--- src/rtl/traffic_phase_monitor_if.sv ---
// Lamp observation bus between the lamp driver side and the phase monitor.
interface traffic_phase_monitor_if;
    logic [2:0] light;
    logic       clearErr;
    logic [1:0] phase;
    logic       locked;
    logic       phaseDone;
    logic       errIllegal;
    logic       errSequence;
    logic       errTiming;
    logic [7:0] errCount;

    modport master (
        output light, clearErr,
        input  phase, locked, phaseDone, errIllegal, errSequence, errTiming, errCount
    );

    modport slave (
        input  light, clearErr,
        output phase, locked, phaseDone, errIllegal, errSequence, errTiming, errCount
    );
endinterface

--- src/rtl/traffic_phase_monitor.sv ---
// Traffic light phase monitor: checks G->Y->R->G order and exact dwell per phase.
// Optional macro TRAFFIC_MON_ERRCNT_EN adds the saturating error-event counter;
// without it errCount is tied to zero.
module traffic_phase_monitor #(
    parameter int unsigned GREEN_TIME  = 55,
    parameter int unsigned YELLOW_TIME = 5,
    parameter int unsigned RED_TIME    = 30
) (
    input  logic                  clk,
    input  logic                  reset,
    traffic_phase_monitor_if.slave mon
);

    localparam int unsigned   CNT_W   = 8;
    localparam logic [CNT_W-1:0] CNT_MAX = '1;
    localparam logic [2:0]    L_G     = 3'b001;
    localparam logic [2:0]    L_Y     = 3'b010;
    localparam logic [2:0]    L_R     = 3'b100;

    typedef enum logic {SYNC, TRACK} state_t;

    state_t           state_q, state_d;
    logic [2:0]       light_q, light_d;
    logic [CNT_W-1:0] cnt_q, cnt_d;
    logic             overrun_q, overrun_d;
    logic [1:0]       phase_q, phase_d;
    logic             locked_q, locked_d;
    logic             phase_done_q, phase_done_d;
    logic             err_illegal_q, err_illegal_d;
    logic             err_sequence_q, err_sequence_d;
    logic             err_timing_q, err_timing_d;

    logic             light_legal;
    logic             change;
    logic             hold;
    logic             set_illegal;
    logic             set_sequence;
    logic             set_timing;

    function automatic logic is_legal(input logic [2:0] l);
        return (l == L_G) || (l == L_Y) || (l == L_R);
    endfunction

    function automatic logic [CNT_W-1:0] dwell_limit(input logic [2:0] l);
        logic [CNT_W-1:0] t;
        case (l)
            L_G:     t = CNT_W'(GREEN_TIME);
            L_Y:     t = CNT_W'(YELLOW_TIME);
            L_R:     t = CNT_W'(RED_TIME);
            default: t = '0;
        endcase
        return t;
    endfunction

    function automatic logic [2:0] successor(input logic [2:0] l);
        logic [2:0] s;
        case (l)
            L_G:     s = L_Y;
            L_Y:     s = L_R;
            L_R:     s = L_G;
            default: s = '0;
        endcase
        return s;
    endfunction

    function automatic logic [1:0] decode(input logic [2:0] l);
        logic [1:0] p;
        case (l)
            L_G:     p = 2'd1;
            L_Y:     p = 2'd2;
            L_R:     p = 2'd3;
            default: p = 2'd0;
        endcase
        return p;
    endfunction

    // Phase tracking, checks and next-state/output computation.
    always_comb begin
        state_d      = state_q;
        overrun_d    = overrun_q;
        set_sequence = 1'b0;
        set_timing   = 1'b0;
        phase_done_d = 1'b0;

        light_legal = is_legal(mon.light);
        change      = light_legal && is_legal(light_q) && (mon.light != light_q);
        hold        = light_legal && (mon.light == light_q);
        set_illegal = !light_legal;

        light_d = mon.light;
        if (mon.light != light_q) begin
            cnt_d = CNT_W'(1);
        end else if (cnt_q != CNT_MAX) begin
            cnt_d = cnt_q + CNT_W'(1);
        end else begin
            cnt_d = cnt_q;
        end

        if (!light_legal) begin
            state_d   = SYNC;
            overrun_d = 1'b0;
        end else if (change) begin
            overrun_d = 1'b0;
            if (state_q == SYNC) begin
                state_d = TRACK;
            end else begin
                // An overrun already reported for this phase suppresses the end-of-phase timing error.
                set_sequence = (mon.light != successor(light_q));
                set_timing   = (cnt_q != dwell_limit(light_q)) && !overrun_q;
                phase_done_d = (mon.light == successor(light_q)) &&
                               (cnt_q == dwell_limit(light_q));
            end
        end else if (hold && (state_q == TRACK) && !overrun_q &&
                     (cnt_q == dwell_limit(light_q))) begin
            // This cycle takes the dwell one past its limit.
            set_timing = 1'b1;
            overrun_d  = 1'b1;
        end

        locked_d = (state_d == TRACK);
        phase_d  = (state_d == TRACK) ? decode(mon.light) : 2'd0;

        err_illegal_d  = set_illegal  || (err_illegal_q  && !mon.clearErr);
        err_sequence_d = set_sequence || (err_sequence_q && !mon.clearErr);
        err_timing_d   = set_timing   || (err_timing_q   && !mon.clearErr);
    end

    // State and output registers.
    always_ff @(posedge clk) begin
        if (reset) begin
            state_q        <= SYNC;
            light_q        <= 3'b000;
            cnt_q          <= '0;
            overrun_q      <= 1'b0;
            phase_q        <= 2'd0;
            locked_q       <= 1'b0;
            phase_done_q   <= 1'b0;
            err_illegal_q  <= 1'b0;
            err_sequence_q <= 1'b0;
            err_timing_q   <= 1'b0;
        end else begin
            state_q        <= state_d;
            light_q        <= light_d;
            cnt_q          <= cnt_d;
            overrun_q      <= overrun_d;
            phase_q        <= phase_d;
            locked_q       <= locked_d;
            phase_done_q   <= phase_done_d;
            err_illegal_q  <= err_illegal_d;
            err_sequence_q <= err_sequence_d;
            err_timing_q   <= err_timing_d;
        end
    end

`ifdef TRAFFIC_MON_ERRCNT_EN
    logic [CNT_W-1:0] err_count_q, err_count_d;
    logic             err_event;

    // Saturating error-event count; an event in a clearing cycle restarts the count at one.
    always_comb begin
        err_count_d = err_count_q;
        err_event   = set_illegal || set_sequence || set_timing;
        if (err_event) begin
            if (mon.clearErr) begin
                err_count_d = CNT_W'(1);
            end else if (err_count_q != CNT_MAX) begin
                err_count_d = err_count_q + CNT_W'(1);
            end
        end else if (mon.clearErr) begin
            err_count_d = '0;
        end
    end

    // Error counter register.
    always_ff @(posedge clk) begin
        if (reset) begin
            err_count_q <= '0;
        end else begin
            err_count_q <= err_count_d;
        end
    end

    assign mon.errCount = err_count_q;
`else
    assign mon.errCount = '0;
`endif

    assign mon.phase       = phase_q;
    assign mon.locked      = locked_q;
    assign mon.phaseDone   = phase_done_q;
    assign mon.errIllegal  = err_illegal_q;
    assign mon.errSequence = err_sequence_q;
    assign mon.errTiming   = err_timing_q;

endmodule

--- src/flat_wrapper.sv ---
// flat-port wrapper written by rule: the top's interface ports become plain ports
module traffic_phase_monitor_flat 
#(
    parameter int unsigned GREEN_TIME  = 55,
    parameter int unsigned YELLOW_TIME = 5,
    parameter int unsigned RED_TIME    = 30
)
  (clk, reset, mon_light, mon_clearErr, mon_phase, mon_locked, mon_phaseDone, mon_errIllegal, mon_errSequence, mon_errTiming, mon_errCount);
  traffic_phase_monitor_if mon_i ();
  input  logic clk;
  input  logic reset;
  input wire logic [$bits(mon_i.light)-1:0] mon_light;
  input wire logic [$bits(mon_i.clearErr)-1:0] mon_clearErr;
  output wire logic [$bits(mon_i.phase)-1:0] mon_phase;
  output wire logic [$bits(mon_i.locked)-1:0] mon_locked;
  output wire logic [$bits(mon_i.phaseDone)-1:0] mon_phaseDone;
  output wire logic [$bits(mon_i.errIllegal)-1:0] mon_errIllegal;
  output wire logic [$bits(mon_i.errSequence)-1:0] mon_errSequence;
  output wire logic [$bits(mon_i.errTiming)-1:0] mon_errTiming;
  output wire logic [$bits(mon_i.errCount)-1:0] mon_errCount;
  assign mon_i.light = mon_light;
  assign mon_i.clearErr = mon_clearErr;
  assign mon_phase = mon_i.phase;
  assign mon_locked = mon_i.locked;
  assign mon_phaseDone = mon_i.phaseDone;
  assign mon_errIllegal = mon_i.errIllegal;
  assign mon_errSequence = mon_i.errSequence;
  assign mon_errTiming = mon_i.errTiming;
  assign mon_errCount = mon_i.errCount;
  traffic_phase_monitor #(.GREEN_TIME(GREEN_TIME), .YELLOW_TIME(YELLOW_TIME), .RED_TIME(RED_TIME)) u_core (.clk(clk), .reset(reset), .mon(mon_i));
endmodule
--- config.mk ---
export PLATFORM = sky130hd
export DESIGN_NAME = traffic_phase_monitor_flat
export DESIGN_NICKNAME = d
export VERILOG_FILES = /design/src/rtl/traffic_phase_monitor_if.sv /design/src/rtl/traffic_phase_monitor.sv /design/src/flat_wrapper.sv
export SDC_FILE = /design/constraint.sdc
export NUM_CORES = 1
export LEC_CHECK = 0
export ABC_AREA = 1
export BUFFER_PORTS_ARGS = -buffer_cell sky130_fd_sc_hd__clkbuf_2
export CORE_AREA = 2 2 47 49
export CTS_BUF_LIST = sky130_fd_sc_hd__clkbuf_2
export CTS_CLUSTER_DIAMETER = 120
export CTS_CLUSTER_SIZE = 40
export DETAILED_ROUTE_END_ITERATION = 7
export DIE_AREA = 0 0 49 51
export HOLD_SLACK_MARGIN = 0.12
export PLACE_DENSITY_LB_ADDON = 0.05
export SYNTH_ARGS = -nofsm -noshare
export SYNTH_HDL_FRONTEND = slang
export SYNTH_SLANG_ARGS = --single-unit
--- constraint.sdc ---
create_clock -name clk -period 2 [get_ports clk]
set_input_delay 0.2 -clock clk [delete_from_list [all_inputs] [get_ports clk]]
set_output_delay 0.2 -clock clk [all_outputs]
set_load 0.01 [all_outputs]
==> reports/metrics.cfg <==
[run_status]
status = finished clean

[timing]
finalMaxSlewViolations = 0
setup-violations-final = 0
hold_viol_final = 0
min_period_ns = 1.52
skew_ns = 0.00707
rsz0062_at_grt = no
fmax_mhz = 657
timing.hold.ws_ns = 0.151
tns_ns = 0
period_share_pct = 76.1

[pwr]
ir_worst_vdd_v = 0.000348
p_leak_uw = 0.000610
p_sw_uw = 199
p_int_uw = 467
combPwrFrac_pct = 16.1
power_frac_seq_pct = 59.4
powerDensity_mw_per_mm2 = 545
switching_share_pct = 29.8
clock_power_share_pct = 24.5

[worst_setup_path]
reg2reg_slack_ns = 0.48
crit_required_ns = 2.27
cp_max_fo = 7
endpoint_kind = flop
crit_type = flop to flop
cp_data_arrival_time_ns = 1.79
startpoint_type = flop

[synthesis]
ys_seq_area_share_pct = 33.1
synthesis.area_mm2 = 0.00115
syn_inst = 170
synth.avg_cell_area_um2 = 6.76
synth_flop_cell = dfxtp_1
synthDistinctLibCells = 26
ys.warnings.count = 0
synth-edff-count = 0
synth-seq-cells = 19
synth-async-reset-ratio_pct = 0

[placement]
hpwl_um = 1700
dp_cells = 207
port_buffers = 12
place_congestion = 0.770

[routing]
wl_um = 2090
viasPerCell = 4.88
wl_per_cell_um = 9.92
ant_nets = 0
drtIter0Drc = 20
vias = 1029
drc = 0
first_pass_iters = 4

[clock_tree]
cts_num_sinks = 19
cts-root-buf = clkbuf_2
clk_path_buf_depth = 2
insertion_delay_ns = 0.30
h-tree-depth = 1
cts_setup_buffers = 0
clk_pin_slew_ns = 0.18
cts_resized = 0
cts_hold_buf = 0
numCtsBuffers = 3
cts_tree = yes

[cells_and_area]
fill_cells = 217
drive_gt1_share_pct = 17.5
multi_input_area_um2 = 614
fin_cells = 211
num-nets-final = 191
regArea_um2 = 380
syn2layout_area_growth_pct = 6.31
diodes = 0

[floorplanning]
dieArea_mm2 = 0.00250
die_x_um = 49
io_pins = 21
start_util_pct = 55.7
rows = 17
die_h_um = 51
core_mm2 = 0.00206

[grt]
grt_antenna_before_repair = 0
grt_pass1_wl_um = 3860
track_usage_pct = 19.8
grt_overflow_total = 0
grt_max_degree = 12
grt_pass1_vias = 1003

[worst_hold_path]
min_path_type = input port to flop

[run]
maxCapViolCount = 0

synth_stat cells (2+ instances only):
| master | instances | area [µm²] |
|---|---|---|
| nand2_1 | 39 | 146 |
| inv_1 | 27 | 101 |
| dfxtp_1 | 19 | 380 |
| nor2_1 | 13 | 48.8 |
| a21oi_1 | 12 | 60.1 |
| nand3_1 | 11 | 55.1 |
| buf_4 | 8 | 60.1 |
| nand4_1 | 7 | 43.8 |
| nand3_2 | 5 | 50.1 |
| o21ai_0 | 4 | 20.0 |
| xor2_1 | 4 | 35.0 |
| inv_2 | 3 | 11.3 |
| nand2_2 | 3 | 18.8 |
| nor2_2 | 2 | 12.5 |
| xnor2_1 | 2 | 17.5 |
cell type report:
cell class	instances	area share, %
multi-input cells	118	50.3
flip-flops and latches	19	31.1
inverters	30	9.21
repair buffers	12	4.91
well taps	28	2.87
clock buffers	3	1.23
clock inverters	1	0.409
flip-flops by register name, indices dropped and copies added (netlist names):
signal                  flops
u_core.cnt_q                8
u_core.light_q              3
u_core.mon.phase            2
u_core.mon.errIllegal       1
u_core.mon.errSequence      1
u_core.mon.errTiming        1
u_core.mon.phaseDone        1
u_core.overrun_q            1
u_core.state_q              1
cell usage in the layout (no fill, tap or decap), types with 2 or more instances in the layout:
cell	Yosys	layout
a21oi_1	12	12
clkbuf_2	0	15
conb_1	1	8
dfxtp_1	19	19
inv_1	27	27
inv_2	3	3
nand2_1	39	39
nand2_2	3	3
nand3_1	11	11
nand3_2	5	5
nand4_1	7	7
nor2_1	13	13
nor2_2	2	2
o21ai_0	4	4
xnor2_1	2	2
xor2_1	4	4
power groups by stage:
stage	Combinational, µW	Sequential [µW]	Clock, µW
4_1_cts	108	395	176
5_1_grt	126	397	190
3_5_place_dp	108	403	0
3_3_place_gp	106	403	0
2_1_floorplan	96.4	403	0
6_report	107	395	163
metrics by stage:
| stage | utilization, % | worst slack, ns | instance area [µm²] | total power (µW) |
|---|---|---|---|---|
| after floorplan | - | 0.677 | 1180 | 499 |
| after detailed placement | 58.3 | 0.515 | 1200 | 511 |
| after global placement | 58.3 | 0.591 | 1200 | 509 |
| final | 59.2 | 0.478 | 1220 | 666 |
| after global routing | 59.2 | 0.346 | 1220 | 713 |
| after CTS | 59.2 | 0.464 | 1220 | 680 |
worst paths after layout:
path / from / endpoint / depth (start not counted)
max: u_core.cnt_q[0] / u_core.cnt_q[5] / 8
min: mon_clearErr / u_core.mon.errSequence / 4
max reg2reg: u_core.cnt_q[0] / u_core.cnt_q[5] / 8
min reg2reg: u_core.mon.errSequence / u_core.mon.errSequence / 2
cell families (layout without fill, tap and decap cells):
| kind of cell | count (synthesis) | after routing | share of synthesized area (%) |
|---|---|---|---|
| AOI/OAI and AO/OA | 20 | 20 | 9.69 |
| xor gates and xnor gates | 6 | 6 | 4.57 |
| adders and majority gates | 1 | 1 | 1.09 |
| buffers and inverters | 40 | 46 | 15.8 |
| DFF | 19 | 19 | 33.1 |
| other | 1 | 8 | 0.326 |
| and+or+nand+nor | 83 | 83 | 35.5 |
metal layers:
layer  part of all wire (%)  wire, µm  track usage [%]
met5                      0         0                0
met4                    1.9        39             11.9
met3                    1.9        40             3.51
met2                     51      1060             37.2
met1                     45       951             20.7
worst max-delay path, stage by stage, from the launching register on:
cell,delay (ns)
dfxtp_1,0.45
ha_1,0.22
inv_1,0.06
nor2_1,0.24
nand2_2,0.15
nand4_1,0.11
xor2_1,0.15
nand2_1,0.07
inv_1,0.04
No activity file was read; power rests on OpenSTA's default activity.
